<file path="src/rtl/simd_vector_core.sv">
// LANES-wide SIMD core: vector register file, two-stage ALU pipeline with
// valid/ready issue and result handshakes, lane masks, saturation and forwarding.
module simd_vector_core #(
  parameter int LANES  = 4,
  parameter int WIDTH  = 8,
  parameter int DEPTH  = 6,
  parameter int ADDR_W = $clog2(DEPTH)
) (
  input  logic                     clk,
  input  logic                     rst_n,
  input  logic                     ld_en,
  input  logic [ADDR_W-1:0]        ld_addr,
  input  logic [LANES*WIDTH-1:0]   ld_data,
  input  logic                     in_valid,
  output logic                     in_ready,
  input  logic [2:0]               op,
  input  logic                     sat,
  input  logic [ADDR_W-1:0]        ra,
  input  logic [ADDR_W-1:0]        rb,
  input  logic [ADDR_W-1:0]        rd,
  input  logic [LANES-1:0]         lane_mask,
  output logic                     out_valid,
  input  logic                     out_ready,
  output logic [LANES*WIDTH-1:0]   out_data,
  output logic [ADDR_W-1:0]        out_rd,
  output logic [LANES-1:0]         out_sat
);
  localparam int VW = LANES * WIDTH;

  logic [VW-1:0]     rf_r [DEPTH];
  logic              s1_valid_r;
  logic [2:0]        s1_op_r;
  logic              s1_sat_r;
  logic [ADDR_W-1:0] s1_rd_r;
  logic [LANES-1:0]  s1_mask_r;
  logic [VW-1:0]     s1_a_r;
  logic [VW-1:0]     s1_b_r;
  logic              out_valid_r;
  logic [VW-1:0]     out_data_r;
  logic [ADDR_W-1:0] out_rd_r;
  logic [LANES-1:0]  out_sat_r;

  logic              adv_s;
  logic              in_ready_s;
  logic              accept_s;
  logic              wb_s;
  logic              rd_ok_s;
  logic              fwd_a_s;
  logic              fwd_b_s;
  logic [VW-1:0]     rf_a_s;
  logic [VW-1:0]     rf_b_s;
  logic [VW-1:0]     opa_s;
  logic [VW-1:0]     opb_s;
  logic [VW-1:0]     alu_res_s;
  logic [LANES-1:0]  alu_sat_s;

  // Returns {clamped, result} for one unsigned lane.
  function automatic logic [WIDTH:0] alu_lane(input logic [2:0] op_f, input logic sat_f,
                                               input logic [WIDTH-1:0] a, input logic [WIDTH-1:0] b);
    logic [WIDTH:0]     sum;
    logic [2*WIDTH-1:0] prod;
    logic [WIDTH:0]     res;
    sum  = {1'b0, a} + {1'b0, b};
    prod = {{WIDTH{1'b0}}, a} * {{WIDTH{1'b0}}, b};
    case (op_f)
      3'b000:  res = (sat_f && sum[WIDTH]) ? {1'b1, {WIDTH{1'b1}}} : {1'b0, sum[WIDTH-1:0]};
      3'b001:  res = (sat_f && (a < b)) ? {1'b1, {WIDTH{1'b0}}} : {1'b0, a - b};
      3'b010:  res = {1'b0, a & b};
      3'b011:  res = {1'b0, a | b};
      3'b100:  res = {1'b0, a ^ b};
      3'b101:  res = {1'b0, (a < b) ? a : b};
      3'b110:  res = {1'b0, (a > b) ? a : b};
      3'b111:  res = (sat_f && (|prod[2*WIDTH-1:WIDTH])) ? {1'b1, {WIDTH{1'b1}}}
                                                         : {1'b0, prod[WIDTH-1:0]};
      default: res = {(WIDTH+1){1'b0}};
    endcase
    return res;
  endfunction

  // Handshake control: a stalled output freezes S1, the output register and writeback.
  always_comb begin
    adv_s      = !out_valid_r || out_ready;
    in_ready_s = !ld_en && (!s1_valid_r || adv_s);
    accept_s   = in_valid && in_ready_s;
    wb_s       = adv_s && s1_valid_r;
  end

  // Register-file read ports; out-of-range addresses match no entry and read zero.
  always_comb begin
    rf_a_s  = {VW{1'b0}};
    rf_b_s  = {VW{1'b0}};
    rd_ok_s = 1'b0;
    for (int e = 0; e < DEPTH; e++) begin
      rf_a_s  = (ra == ADDR_W'(e)) ? rf_r[e] : rf_a_s;
      rf_b_s  = (rb == ADDR_W'(e)) ? rf_r[e] : rf_b_s;
      rd_ok_s = rd_ok_s | (s1_rd_r == ADDR_W'(e));
    end
  end

  // Per-lane ALU on S1 contents; masked lanes produce zero and no clamp flag.
  always_comb begin
    alu_res_s = {VW{1'b0}};
    alu_sat_s = {LANES{1'b0}};
    for (int i = 0; i < LANES; i++) begin
      logic [WIDTH:0] lane_v;
      lane_v = alu_lane(s1_op_r, s1_sat_r, s1_a_r[i*WIDTH +: WIDTH], s1_b_r[i*WIDTH +: WIDTH]);
      alu_res_s[i*WIDTH +: WIDTH] = s1_mask_r[i] ? lane_v[WIDTH-1:0] : {WIDTH{1'b0}};
      alu_sat_s[i] = s1_mask_r[i] & lane_v[WIDTH];
    end
  end

  // Forwarding: only lanes the S1 instruction will actually write bypass the RF.
  always_comb begin
    fwd_a_s = s1_valid_r && rd_ok_s && (s1_rd_r == ra);
    fwd_b_s = s1_valid_r && rd_ok_s && (s1_rd_r == rb);
    opa_s   = rf_a_s;
    opb_s   = rf_b_s;
    for (int i = 0; i < LANES; i++) begin
      opa_s[i*WIDTH +: WIDTH] = (fwd_a_s && s1_mask_r[i]) ? alu_res_s[i*WIDTH +: WIDTH]
                                                          : rf_a_s[i*WIDTH +: WIDTH];
      opb_s[i*WIDTH +: WIDTH] = (fwd_b_s && s1_mask_r[i]) ? alu_res_s[i*WIDTH +: WIDTH]
                                                          : rf_b_s[i*WIDTH +: WIDTH];
    end
  end

  // Pipeline registers: S1 capture on accept, output register load on advance.
  always_ff @(posedge clk or negedge rst_n) begin
    if (!rst_n) begin
      s1_valid_r  <= 1'b0;
      s1_op_r     <= 3'b000;
      s1_sat_r    <= 1'b0;
      s1_rd_r     <= {ADDR_W{1'b0}};
      s1_mask_r   <= {LANES{1'b0}};
      s1_a_r      <= {VW{1'b0}};
      s1_b_r      <= {VW{1'b0}};
      out_valid_r <= 1'b0;
      out_data_r  <= {VW{1'b0}};
      out_rd_r    <= {ADDR_W{1'b0}};
      out_sat_r   <= {LANES{1'b0}};
    end else begin
      if (accept_s) begin
        s1_valid_r <= 1'b1;
        s1_op_r    <= op;
        s1_sat_r   <= sat;
        s1_rd_r    <= rd;
        s1_mask_r  <= lane_mask;
        s1_a_r     <= opa_s;
        s1_b_r     <= opb_s;
      end else if (adv_s) begin
        s1_valid_r <= 1'b0;
      end
      if (adv_s) begin
        out_valid_r <= s1_valid_r;
        if (s1_valid_r) begin
          out_data_r <= alu_res_s;
          out_rd_r   <= s1_rd_r;
          out_sat_r  <= alu_sat_s;
        end
      end
    end
  end

  // Register file: a full-vector load overrides a same-address masked writeback.
  always_ff @(posedge clk or negedge rst_n) begin
    if (!rst_n) begin
      for (int e = 0; e < DEPTH; e++) rf_r[e] <= {VW{1'b0}};
    end else begin
      for (int e = 0; e < DEPTH; e++) begin
        if (ld_en && (ld_addr == ADDR_W'(e))) begin
          rf_r[e] <= ld_data;
        end else if (wb_s && (s1_rd_r == ADDR_W'(e))) begin
          for (int i = 0; i < LANES; i++) begin
            if (s1_mask_r[i]) rf_r[e][i*WIDTH +: WIDTH] <= alu_res_s[i*WIDTH +: WIDTH];
          end
        end
      end
    end
  end

  assign in_ready  = in_ready_s;
  assign out_valid = out_valid_r;
  assign out_data  = out_data_r;
  assign out_rd    = out_rd_r;
  assign out_sat   = out_sat_r;
endmodule

</file>
<file path="config.mk">
export PLATFORM = sky130hd
export DESIGN_NAME = simd_vector_core
export DESIGN_NICKNAME = d
export VERILOG_FILES = /design/src/rtl/simd_vector_core.sv
export SDC_FILE = /design/constraint.sdc
export NUM_CORES = 1
export LEC_CHECK = 0
export CAP_MARGIN = 20
export CORE_UTILIZATION = 45
export DETAILED_ROUTE_END_ITERATION = 10
export GPL_TIMING_DRIVEN = 0
export SETUP_SLACK_MARGIN = 0.02
export SLEW_MARGIN = 25
export SYNTH_ARGS = -nofsm -noshare
export SYNTH_HDL_FRONTEND = slang
export SYNTH_SLANG_ARGS = --single-unit
</file>
<file path="constraint.sdc">
create_clock -name clk -period 7.7 [get_ports clk]
set_clock_uncertainty 0.2 [all_clocks]
set_input_delay 0.77 -clock clk [delete_from_list [all_inputs] [get_ports clk]]
set_output_delay 0.77 -clock clk [all_outputs]
set_load 0.1 [all_outputs]
</file>
# Yosys cells after proc, flatten, opt, wreduce, memory -nomap -nowiden
# Cells that the tools add are included.
# Widths: inputs -> output; s select.
[word_totals]
reg_bits = 308
out_inout_bits = 41
elab_cells = 279
[classes]
addsub = 8
n_mul = 4
order_cmp = 8
n_eq_ne = 29
muxes = 66
n_bitwise = 21
reduce_logical = 108
[ops]
columns = ["op", "count"]
rows = [
  ["$mux 32", 24],
  ["$pmux 9 s8", 4],
  ["$mux 8", 24],
  ["$mux 9", 12],
  ["$mul 8x8->16", 4],
  ["$reduce_bool 2->1", 31],
  ["$reduce_and 2->1", 25],
  ["$logic_and 1x1->1", 38],
  ["$add 8x8->9", 4],
  ["$eq 3x3->1 const B", 12],
  ["$and 8x8->8", 4],
  ["$gt 8x8->1", 4],
  ["$lt 8x8->1", 4],
  ["$or 8x8->8", 4],
  ["$reduce_or 8->1", 4],
  ["$sub 8x8->8", 4],
  ["$xor 8x8->8", 4],
  ["$eq 3x2->1 const B", 10],
  ["$eq 3x1->1 const B", 5],
  ["$logic_not 3->1", 5],
  ["$eq 3x3->1", 2],
  ["$or 1x1->1", 5],
  ["$and 1x1->1", 4],
  ["$logic_not 1->1", 3],
  ["other kinds (2)", 4],
]

# Depth between registers and ports, before layout
# Gate-level depths: netlist (run 1).
[logic_depth]
word_depth = 10
depth_mapped = 21
mapped_depth_nobuf = 20

# Least setup slack after synthesis (run 1)
# OpenSTA, ideal clock, no wires.
[synth_path]
path_kind = "reg-to-reg"
startpoint = "register s1_b_r[4]"
endpoint = "register s1_a_r[5]"
setup_time_ns = 0.137
t_arrival_ns = 5.185
required_ns = 7.363
path_slack_ns = 2.178
stages_incl_launch_ff = 21
path_buffers = 2
path_cell_list = "dfrtp_1 > clkbuf_1 > nand2_1 > fa_1 > inv_1 > fa_1 > inv_1 > fa_1 > fa_1 > inv_1 > ha_1 > o21ai_0 > a21oi_1 > o221ai_1 > mux2i_1 > a2111oi_0 > a31oi_2 > or3_1 > clkbuf_1 > a32oi_1 > a21oi_1"
[synth_between]
elab_chain_len = 7
elab_cells_between_ends = 17
[synth_lines]
columns = ["item", "line_no", "source"]
rows = [
  ["from (decl)", "37", "logic [VW-1:0] s1_b_r;"],
  ["from (signal assigned)", "135", "s1_b_r <= {VW{1'b0}};"],
  ["from (signal assigned)", "148", "s1_b_r <= opb_s;"],
  ["$mul 8x8->16", "64", "prod = {{WIDTH{1'b0}}, a} * {{WIDTH{1'b0}}, b};"],
  ["$reduce_or 8->1", "73", "3'b111: res = (sat_f && (|prod[2*WIDTH-1:WIDTH])) ? {1'b1, {WIDTH{1'b1}}}"],
  ["$logic_and 1x1->1", "73", ""],
  ["$mux 9", "73", ""],
  ["$pmux 9 s8 (*)", "65", "case (op_f)"],
  ["$mux 8 (*)", "107", "alu_res_s[i*WIDTH +: WIDTH] = s1_mask_r[i] ? lane_v[WIDTH-1:0] : {WIDTH{1'b0}};"],
  ["$mux 8 (*)", "119", "opa_s[i*WIDTH +: WIDTH] = (fwd_a_s && s1_mask_r[i]) ? alu_res_s[i*WIDTH +: WIDTH]"],
  ["to (signal assigned)", "134", "s1_a_r <= {VW{1'b0}};"],
  ["to (signal assigned)", "147", "s1_a_r <= opa_s;"],
  ["to (decl)", "36", "logic [VW-1:0] s1_a_r;"],
]
# Every way passes the cells marked *; elsewhere a longest branch is shown, timed or not.
# A chain may end at the register's enable or synchronous reset.

# Final worst setup path (run 1)
[layout_path]
startpoint = "register s1_b_r[20]"
endpoint = "register s1_b_r[17]"
[layout_between]
elab_chain_len = 7
elab_cells_between_ends = 16
[layout_lines]
columns = ["item", "line_no", "source"]
rows = [
  ["$mul 8x8->16", "64", ""],
  ["$reduce_or 8->1", "73", ""],
  ["$logic_and 1x1->1", "73", ""],
  ["$mux 9", "73", ""],
  ["$pmux 9 s8 (*)", "65", ""],
  ["$mux 8 (*)", "107", ""],
  ["$mux 8 (*)", "121", "opb_s[i*WIDTH +: WIDTH] = (fwd_b_s && s1_mask_r[i]) ? alu_res_s[i*WIDTH +: WIDTH]"],
]
# Marked as above.

==> impl_results.md, run 1 <==
* Cell variety after synth at 96
* Total Negative Setup Slacks at 0 ns
* Clock transition at the register clock pins on the worst setup and hold paths after CTS at 0.05 ns
* Post-CTS Repair Setup Buffers at 0
* Total number of vias at 29770
* Final critical-path share of the clock period at 0.9036
* Highest attainable clock frequency at 143.7 MHz
* Worst min-delay path class: register to register
* RSZ-0062 raised after global routing: false
* Sw Pwr at 6.370 mW
* Share of layout cells above drive strength 1 at 0.05935
* Leftover overflow at the end of global routing at 0
* Critical path arrival at 7.25 ns
* Clock network fraction of total power at 0.150
* CTS H-tree lvls at 2
* Worst slew margin relative to its limit at 0.2226
* Power density over the cells at 365.2 mW/mm^2
* TritonCTS clock tree: yes
* Max-cap check violation count at 0
* Portion of total power attributed to combinational logic at 0.640
* Detailed router's first-iteration violation count at 3729
* Clk sink count at 308
* Area of the placeable core at 0.06740 mm^2
* Power Total at 12.52 mW
* VDD IR max at 0.3075 mV
* Pleak at 15.26 nW
* Synthesis Warnings at 0
* Time the final worst path needs with I/O delays and setup at 6.958 ns
* Sequential cell area fraction in the yosys report at 0.2508
* Highest fanout seen on the critical path at 9
* Kind of end point of the critical path: register
* # port buffers at 93
* Hold Vio Cnt, Final at 0
* CTS resizes at 0
* Result of the run: completed
* Crit path kind: register to register
* Count of endpoints failing setup in the final report at 0
* Part of the power in registers at 0.210
* Minimum setup slack after placement at 0.8144 ns
* Fill count at 6549
* Post-DP HPWL at 95640 um
* Async set-or-reset flop fraction in the synthesized netlist at 1.000
* Placed cells at 4596
* Number of synthesized flops with an enable pin at 0
* Post-layout net count at 4214
* Post-Layout Cell Count at 4666
* Top_reg_cell synth: sky130_fd_sc_hd__dfrtp_1
* Die height at 263.3 um
* Post-CTS Hold Buffers at 1
* Num ports at 98
* Largest net degree at the start of global routing at 83
* Die outline area at 0.06934 mm^2
* Starting utilization of the core area at 0.4560
* Num rows at 95
* Final standard cell area without fillers at 0.03429 mm^2
* Number of CTS-inserted buffers at 38
* Number of routed nets with antenna violations at 0
* Total iterations of the first detailed-routing run at 8
* Clock root buffer: sky130_fd_sc_hd__clkbuf_16
* Cells after synthesis at 3622
* Post-place instance area at 0.03297 mm^2
* Clock latency at the later pin of the worst-skew pair at 0.61 ns
* Number of vias per cell after detailed routing at 6.380
* Transition at the pin with the smallest max-transition slack at 1.166 ns
* CP Launch Type: register
* Post-Route WL at 125200 um
* Drt drc at 0
* Yosys reg bits at 308
* RD Place Congestion at 1.041
* Largest buffer count on any clock path at 3
* Area growth from synthesis to final layout at 11.57%
* Max Slew Vio Count at 0
* Post-Synthesis Cell Area at 0.03073 mm^2
* Synth Area per Inst at 8.485 um^2
* Switching Share at 0.5087
* Post-route worst setup slack at 0.7420 ns
* Global-route wire length before repair at 186500 um
* Vias in the first global route at 28614
* Initial antenna violation count at 1
* Width of the die at 263.3 um
* Total GRT Usage at 0.3596
* Mapped Nets at 4071
* Average detailed-routed wire length per instance at 26.82 um
* Pint at 6.152 mW
* Req. time, crit path at 7.99 ns
[registers in the layout (all words and copies together) (netlist names)]
name / flops
rf_r: 192
out_data: 32
s1_a_r: 32
s1_b_r: 32
out_sat: 4
s1_mask_r: 4
out_rd: 3
s1_op_r: 3
s1_rd_r: 3
out_valid: 1
s1_sat_r: 1
s1_valid_r: 1
[synthesized netlist by cell type (6+ instances only)]
master | number | area, um^2
sky130_fd_sc_hd__o2bb2ai_1 | 8 | 70.07
sky130_fd_sc_hd__o31ai_1 | 39 | 292.8
sky130_fd_sc_hd__a21o_1 | 26 | 195.2
sky130_fd_sc_hd__o21bai_1 | 7 | 52.55
sky130_fd_sc_hd__inv_1 | 356 | 1336
sky130_fd_sc_hd__or3_1 | 20 | 125.1
sky130_fd_sc_hd__a211oi_1 | 12 | 90.09
sky130_fd_sc_hd__o22ai_1 | 52 | 325.3
sky130_fd_sc_hd__dfrtp_1 | 308 | 7707
sky130_fd_sc_hd__nor3_1 | 44 | 220.2
sky130_fd_sc_hd__xnor2_1 | 46 | 402.9
sky130_fd_sc_hd__clkbuf_1 | 159 | 596.8
sky130_fd_sc_hd__a32oi_1 | 7 | 61.31
sky130_fd_sc_hd__o21ai_0 | 219 | 1096
sky130_fd_sc_hd__ha_1 | 240 | 3003
sky130_fd_sc_hd__o31a_1 | 6 | 52.55
sky130_fd_sc_hd__a22oi_1 | 37 | 277.8
sky130_fd_sc_hd__buf_2 | 23 | 115.1
sky130_fd_sc_hd__a22o_1 | 14 | 122.6
sky130_fd_sc_hd__and2_1 | 18 | 112.6
sky130_fd_sc_hd__nand3_1 | 68 | 340.3
sky130_fd_sc_hd__mux2i_1 | 161 | 1612
sky130_fd_sc_hd__and3_1 | 33 | 206.5
sky130_fd_sc_hd__a221oi_1 | 20 | 175.2
sky130_fd_sc_hd__mux4_2 | 64 | 1441
sky130_fd_sc_hd__nand2b_1 | 35 | 219.0
sky130_fd_sc_hd__o221a_2 | 6 | 67.56
sky130_fd_sc_hd__nor4_1 | 14 | 87.58
sky130_fd_sc_hd__a21oi_1 | 338 | 1692
sky130_fd_sc_hd__buf_1 | 25 | 93.84
sky130_fd_sc_hd__nor3b_1 | 6 | 45.04
sky130_fd_sc_hd__nor2b_1 | 22 | 137.6
sky130_fd_sc_hd__nand4_1 | 6 | 37.54
sky130_fd_sc_hd__o41ai_1 | 8 | 70.07
sky130_fd_sc_hd__nor2_1 | 323 | 1212
sky130_fd_sc_hd__nand2_1 | 399 | 1498
sky130_fd_sc_hd__o21a_1 | 50 | 375.4
sky130_fd_sc_hd__o211ai_1 | 35 | 262.8
sky130_fd_sc_hd__xor2_1 | 15 | 131.4
sky130_fd_sc_hd__o221ai_1 | 46 | 402.9
sky130_fd_sc_hd__a31oi_1 | 15 | 93.84
sky130_fd_sc_hd__fa_1 | 152 | 3043
sky130_fd_sc_hd__a2111oi_0 | 6 | 52.55
sky130_fd_sc_hd__clkinv_1 | 23 | 86.33
[worst paths after layout]
check	start	cells after the start	slack (ns)	to
min in group asynchronous	rst_n	2	0.46	rf_r[141]
max in group asynchronous	rst_n	4	5.76	out_data[24]
max reg2reg	s1_b_r[20]	16	0.74	s1_b_r[17]
min	out_data[15]	2	0.27	out_data[15]
min reg2reg	out_data[15]	2	0.27	out_data[15]
max	s1_b_r[20]	16	0.74	s1_b_r[17]
[worst max-delay path, cell delays in order, from the launching register on]
cell and delay (ns):
sky130_fd_sc_hd__dfrtp_1 0.55, sky130_fd_sc_hd__ha_1 0.34, sky130_fd_sc_hd__inv_1 0.12, sky130_fd_sc_hd__fa_1 0.47, sky130_fd_sc_hd__fa_1 0.46, sky130_fd_sc_hd__fa_1 0.48, sky130_fd_sc_hd__fa_1 0.49, sky130_fd_sc_hd__inv_1 0.04
sky130_fd_sc_hd__ha_1 0.35, sky130_fd_sc_hd__a21oi_1 0.28, sky130_fd_sc_hd__o211ai_1 0.19, sky130_fd_sc_hd__a221o_1 0.38, sky130_fd_sc_hd__a2111oi_2 0.91, sky130_fd_sc_hd__o31ai_4 0.24, sky130_fd_sc_hd__a22oi_2 0.77, sky130_fd_sc_hd__o211ai_1 0.41
sky130_fd_sc_hd__o21ai_0 0.17
[kinds of logic after synthesis]
group                      synth area share
AOI/OAI and AO/OA                    0.2164
buffers and inverters               0.07275
muxes                                0.1004
DFF                                  0.2508
adders and majority gates            0.1967
xor gates and xnor gates            0.01738
and+or+nand+nor                      0.1455
[cell type report]
type	instances	area, um^2	area share
timing repair buffer	103	1092	0.03186
clock inverter	15	225.2	0.006569
antenna	2	5.005	0.0001460
multi-input combinational	2727	20870	0.6087
buffer	208	820.8	0.02394
inverter	379	1423	0.04149
clock buffer	51	1050	0.03062
tap	873	1092	0.03186
sequential	308	7707	0.2248
[power groups by stage]
stage                     Clock (mW)  Sequential [mW]  Combinational, mW
after floorplan                    0             2.85               5.33
after global placement             0             2.62               7.75
after detailed placement           0             2.63               7.81
after CTS                       1.89             2.60               7.87
after global routing            1.95             2.67               8.83
final                           1.88             2.63               8.01
[cell usage in the layout (no fill, tap or decap), types with 26 or more instances in the layout]
cell type	instances
sky130_fd_sc_hd__o21a_1	50
sky130_fd_sc_hd__a21oi_1	337
sky130_fd_sc_hd__xnor2_1	46
sky130_fd_sc_hd__mux2i_1	161
sky130_fd_sc_hd__a22oi_1	37
sky130_fd_sc_hd__a21o_1	26
sky130_fd_sc_hd__and3_1	33
sky130_fd_sc_hd__mux4_2	64
sky130_fd_sc_hd__fa_1	152
sky130_fd_sc_hd__o21ai_0	219
sky130_fd_sc_hd__buf_2	30
sky130_fd_sc_hd__clkbuf_1	166
sky130_fd_sc_hd__clkbuf_16	38
sky130_fd_sc_hd__ha_1	240
sky130_fd_sc_hd__o31ai_1	38
sky130_fd_sc_hd__o22ai_1	52
sky130_fd_sc_hd__nand2b_1	35
sky130_fd_sc_hd__nand2_1	399
sky130_fd_sc_hd__clkdlybuf4s50_1	92
sky130_fd_sc_hd__dfrtp_1	308
sky130_fd_sc_hd__inv_1	356
sky130_fd_sc_hd__o211ai_1	35
sky130_fd_sc_hd__nor2_1	323
sky130_fd_sc_hd__nand3_1	68
sky130_fd_sc_hd__o221ai_1	46
sky130_fd_sc_hd__nor3_1	39
[metrics by stage]
stage	util	hold WS [ns]
final	0.5087	0.2679
after global routing	0.5087	0.3050
after CTS	0.5082	0.2753
after detailed placement	0.4891	0.2579
after global placement	0.4860	0.2534
after floorplan	-	0.2744
[layer usage]
metal | vias up | track usage | routed length (um)
met5 | - | 0 | 0
met4 | 0 | 0.1955 | 7754
met3 | 392 | 0.07249 | 12790
met2 | 1741 | 0.5350 | 53390
met1 | 14591 | 0.4910 | 51230
li1 | 13046 | - | -
Note: power is estimated with default switching activity, not from simulation.
==> run 2: changes to the inputs <==
--- a/config.mk
+++ b/config.mk
@@ -9,6 +9,7 @@
 export CORE_UTILIZATION = 45
 export DETAILED_ROUTE_END_ITERATION = 10
 export GPL_TIMING_DRIVEN = 0
+export PLACE_DENSITY_LB_ADDON = 0.05
 export SETUP_SLACK_MARGIN = 0.02
 export SLEW_MARGIN = 25
 export SYNTH_ARGS = -nofsm -noshare
==> run 2 against run 1 <==
  * Global-route usage is 2.1 points higher
  * Combinational power rose by 1%
  * Critical endpoint unchanged
  * Clock power is 3% lower
  * Power is 0.39% higher
  * Largest power group unchanged
  * Highest routed layer is now met5
  * Final cell count barely moved
  * Critical path type unchanged
==> impl_results.md, run 2 (synthesis results as in run 1) <==
* Largest Register: rf_r (unchanged)
* RD Place Congestion at 1.009 (was 1.041)
* Number of CTS-inserted buffers at 37 (was 38)
* Antenna cells at 0 (was 2)
* Critical path cell sequence: ha_1, inv_1, fa_1, fa_1, fa_1, fa_1, inv_1, ha_1, a21oi_1, o211ai_1, nor3_1, a221o_1, a2111oi_2, o31ai_4, a22oi_2, o211ai_1, o21ai_0 (was ha_1, inv_1, fa_1, fa_1, fa_1, fa_1, inv_1, ha_1, a21oi_1, o211ai_1, a221o_1, a2111oi_2, o31ai_4, a22oi_2, o211ai_1, o21ai_0)
* Met2 usage at 0.5878 (was 0.5350)
* Average detailed-routed wire length per instance at 28.44 um (was 26.82 um)
* Post-DP HPWL at 102900 um (was 95640 um)
* Largest buffer count on any clock path at 3 (unchanged)
* Count of endpoints failing setup in the final report at 0 (unchanged)
* Highest attainable clock frequency at 141.8 MHz (was 143.7 MHz)
* Number of vias per cell after detailed routing at 6.395 (was 6.380)
* Transition at the pin with the smallest max-transition slack at 1.154 ns (was 1.166 ns)
* Clk sink count at 308 (unchanged)
* Worst Path Buf+Inv at 2 (unchanged)
* Post-CTS Repair Setup Buffers at 0 (unchanged)
* Clock transition at the register clock pins on the worst setup and hold paths after CTS at 0.06 ns (was 0.05 ns)
* Fill count at 6513 (was 6549)
* FF/Latch Area at 0.007707 mm^2 (unchanged)
* Delay contributed by the slowest stage of the critical path at 0.88 ns (was 0.91 ns)
* Critical Path Slowest Stage Cell: sky130_fd_sc_hd__a22oi_2 (was sky130_fd_sc_hd__a2111oi_2)
* Critical path arrival at 7.32 ns (was 7.25 ns)
* Time the final worst path needs with I/O delays and setup at 7.051 ns (was 6.958 ns)
* Num rows at 95 (unchanged)
* Area growth from synthesis to final layout at 11.40% (was 11.57%)
* Starting utilization of the core area at 0.4560 (unchanged)
* Max-cap check violation count at 0 (unchanged)
* Initial antenna violation count at 4 (was 1)
* Share of layout cells above drive strength 1 at 0.05907 (was 0.05935)
* Total number of vias at 29832 (was 29770)
* Num ports at 98 (unchanged)
* Post-Route WL at 132700 um (was 125200 um)
* Clock root buffer: sky130_fd_sc_hd__clkbuf_16 (unchanged)
* Width of the die at 263.3 um (unchanged)
* Largest net degree at the start of global routing at 88 (was 83)
* Highest fanout seen on the critical path at 9 (unchanged)
* Kind of end point of the critical path: register (unchanged)
* RSZ-0062 raised after global routing: false (unchanged)
* GRT met1 Usage at 0.5115 (was 0.4910)
* Drt drc at 0 (unchanged)
* Max Slew Vio Count at 0 (unchanged)
* Hold Vio Cnt, Final at 0 (unchanged)
* TritonCTS clock tree: yes (unchanged)
* Post-place instance area at 0.03300 mm^2 (was 0.03297 mm^2)
* CP Launch Type: register (unchanged)
* Number of routed nets with antenna violations at 0 (unchanged)
* Worst min-delay path class: register to register (unchanged)
* VDD IR max at 0.2764 mV (was 0.3075 mV)
* Worst slew margin relative to its limit at 0.2304 (was 0.2226)
* Gr busiest metal: met2 (unchanged)
* Total GRT Usage at 0.3805 (was 0.3596)
* Clock latency at the later pin of the worst-skew pair at 0.57 ns (was 0.61 ns)
* Crit path kind: register to register (unchanged)
* Most frequent cell on the critical path: sky130_fd_sc_hd__fa_1 (unchanged)
* Leading cell types in the layout, fill and taps excluded: 399 x sky130_fd_sc_hd__nand2_1, 356 x sky130_fd_sc_hd__inv_1, 337 x sky130_fd_sc_hd__a21oi_1 (unchanged)
* GR Layer Usage met3 at 0.07932 (was 0.07249)
* Critical path's top delay family: compound AO/OA/AOI/OAI gates (unchanged)
* Total iterations of the first detailed-routing run at 6 (was 8)
* # port buffers at 93 (unchanged)
* Die outline area at 0.06934 mm^2 (unchanged)
* Flip-flop count of the largest register, all copies and words added at 192 (unchanged)
* Final critical-path share of the clock period at 0.9157 (was 0.9036)
* CTS H-tree lvls at 2 (unchanged)
* Leftover overflow at the end of global routing at 0 (unchanged)
* Final standard cell area without fillers at 0.03424 mm^2 (was 0.03429 mm^2)
* Area of combinational cells with multiple inputs at 0.02086 mm^2 (was 0.02087 mm^2)
* Pleak at 15.26 nW (about the same)
* Power Total at 12.57 mW (was 12.52 mW)
* Global-route wire length before repair at 195300 um (was 186500 um)
* Vias in the first global route at 29239 (was 28614)
* Area of the placeable core at 0.06740 mm^2 (unchanged)
* Die height at 263.3 um (unchanged)
* Req. time, crit path at 7.97 ns (was 7.99 ns)
* Power density over the cells at 367.2 mW/mm^2 (was 365.2 mW/mm^2)
* Most frequent standard cell in the layout excluding fill and tap cells: sky130_fd_sc_hd__nand2_1 (unchanged)
* Post-layout net count at 4216 (was 4214)
* Detailed router's first-iteration violation count at 3515 (was 3729)
* Result of the run: completed (unchanged)
==> run 2: metal layers <==
metal / routed length [um] / vias up
met5: 27 / -
met4: 6826 / 4
met3: 13220 / 363
met2: 58500 / 1705
met1: 54100 / 14707
li1: - / 13053
==> run 2: layout make-up <==
class                           instances  area share
Inverter                              379     0.04155
Timing Repair Buffer                  106     0.03238
Clock buffer                           54     0.03154
Multi-Input combinational cell       2727      0.6094
Clock inverter                         10    0.004057
Sequential cell                       308      0.2251
Tap cell                              873     0.03190
Buffer                                208     0.02405
==> run 2: power breakdown <==
part,total [mW],switching [mW],internal [mW]
clock network,1.82,0.748,1.07
registers,2.63,0.561,2.07
logic,8.12,5.13,2.99
==> run 2: repair_timing <==
item | CTS | global route
resized for setup | 0 | 0
setup endpoints to repair | 0 | 0
endpoints found under the hold margin | 28 | 0
hold buffers | 1 | 0
==> run 2: metrics by stage <==
step | util | worst slack [ns] | TNS, ns | std cells | hold slack, ns
after floorplan | - | 2.178 | 0 | 3622 | 0.2744
after global placement | 0.4860 | -8.237 | -2524.64 | 4588 | 0.2581
after detailed placement | 0.4896 | 0.7580 | 0 | 4600 | 0.2546
after CTS | 0.5078 | 0.7421 | 0 | 4665 | 0.2671
after global routing | 0.5080 | 0.3888 | 0 | 4665 | 0.2809
final | 0.5080 | 0.6493 | 0 | 4665 | 0.2661
==> run 2: final timing paths <==
check / start / endpoint / slack, ns / cells after the start
worst max-delay path: s1_b_r[20] / s1_b_r[17] / 0.65 / 17
worst min-delay path: out_data[14] / out_data[14] / 0.27 / 2
worst max register to register: s1_b_r[20] / s1_b_r[17] / 0.65 / 17
worst min register to register: out_data[14] / out_data[14] / 0.27 / 2
max in group asynchronous: rst_n / out_data[11] / 5.76 / 4
min in group asynchronous: rst_n / rf_r[183] / 0.46 / 2
==> run 2: worst register-to-register path, cell delays in order, from the launching register on <==
cell                        delay, ns
sky130_fd_sc_hd__dfrtp_1         0.52
sky130_fd_sc_hd__ha_1            0.31
sky130_fd_sc_hd__inv_1           0.11
sky130_fd_sc_hd__fa_1            0.48
sky130_fd_sc_hd__fa_1            0.47
sky130_fd_sc_hd__fa_1            0.49
sky130_fd_sc_hd__fa_1            0.49
sky130_fd_sc_hd__inv_1           0.04
sky130_fd_sc_hd__ha_1            0.38
sky130_fd_sc_hd__a21oi_1         0.14
sky130_fd_sc_hd__o211ai_1        0.32
sky130_fd_sc_hd__nor3_1          0.08
sky130_fd_sc_hd__a221o_1         0.32
sky130_fd_sc_hd__a2111oi_2       0.82
sky130_fd_sc_hd__o31ai_4         0.26
sky130_fd_sc_hd__a22oi_2         0.88
sky130_fd_sc_hd__o211ai_1        0.45
sky130_fd_sc_hd__o21ai_0         0.19
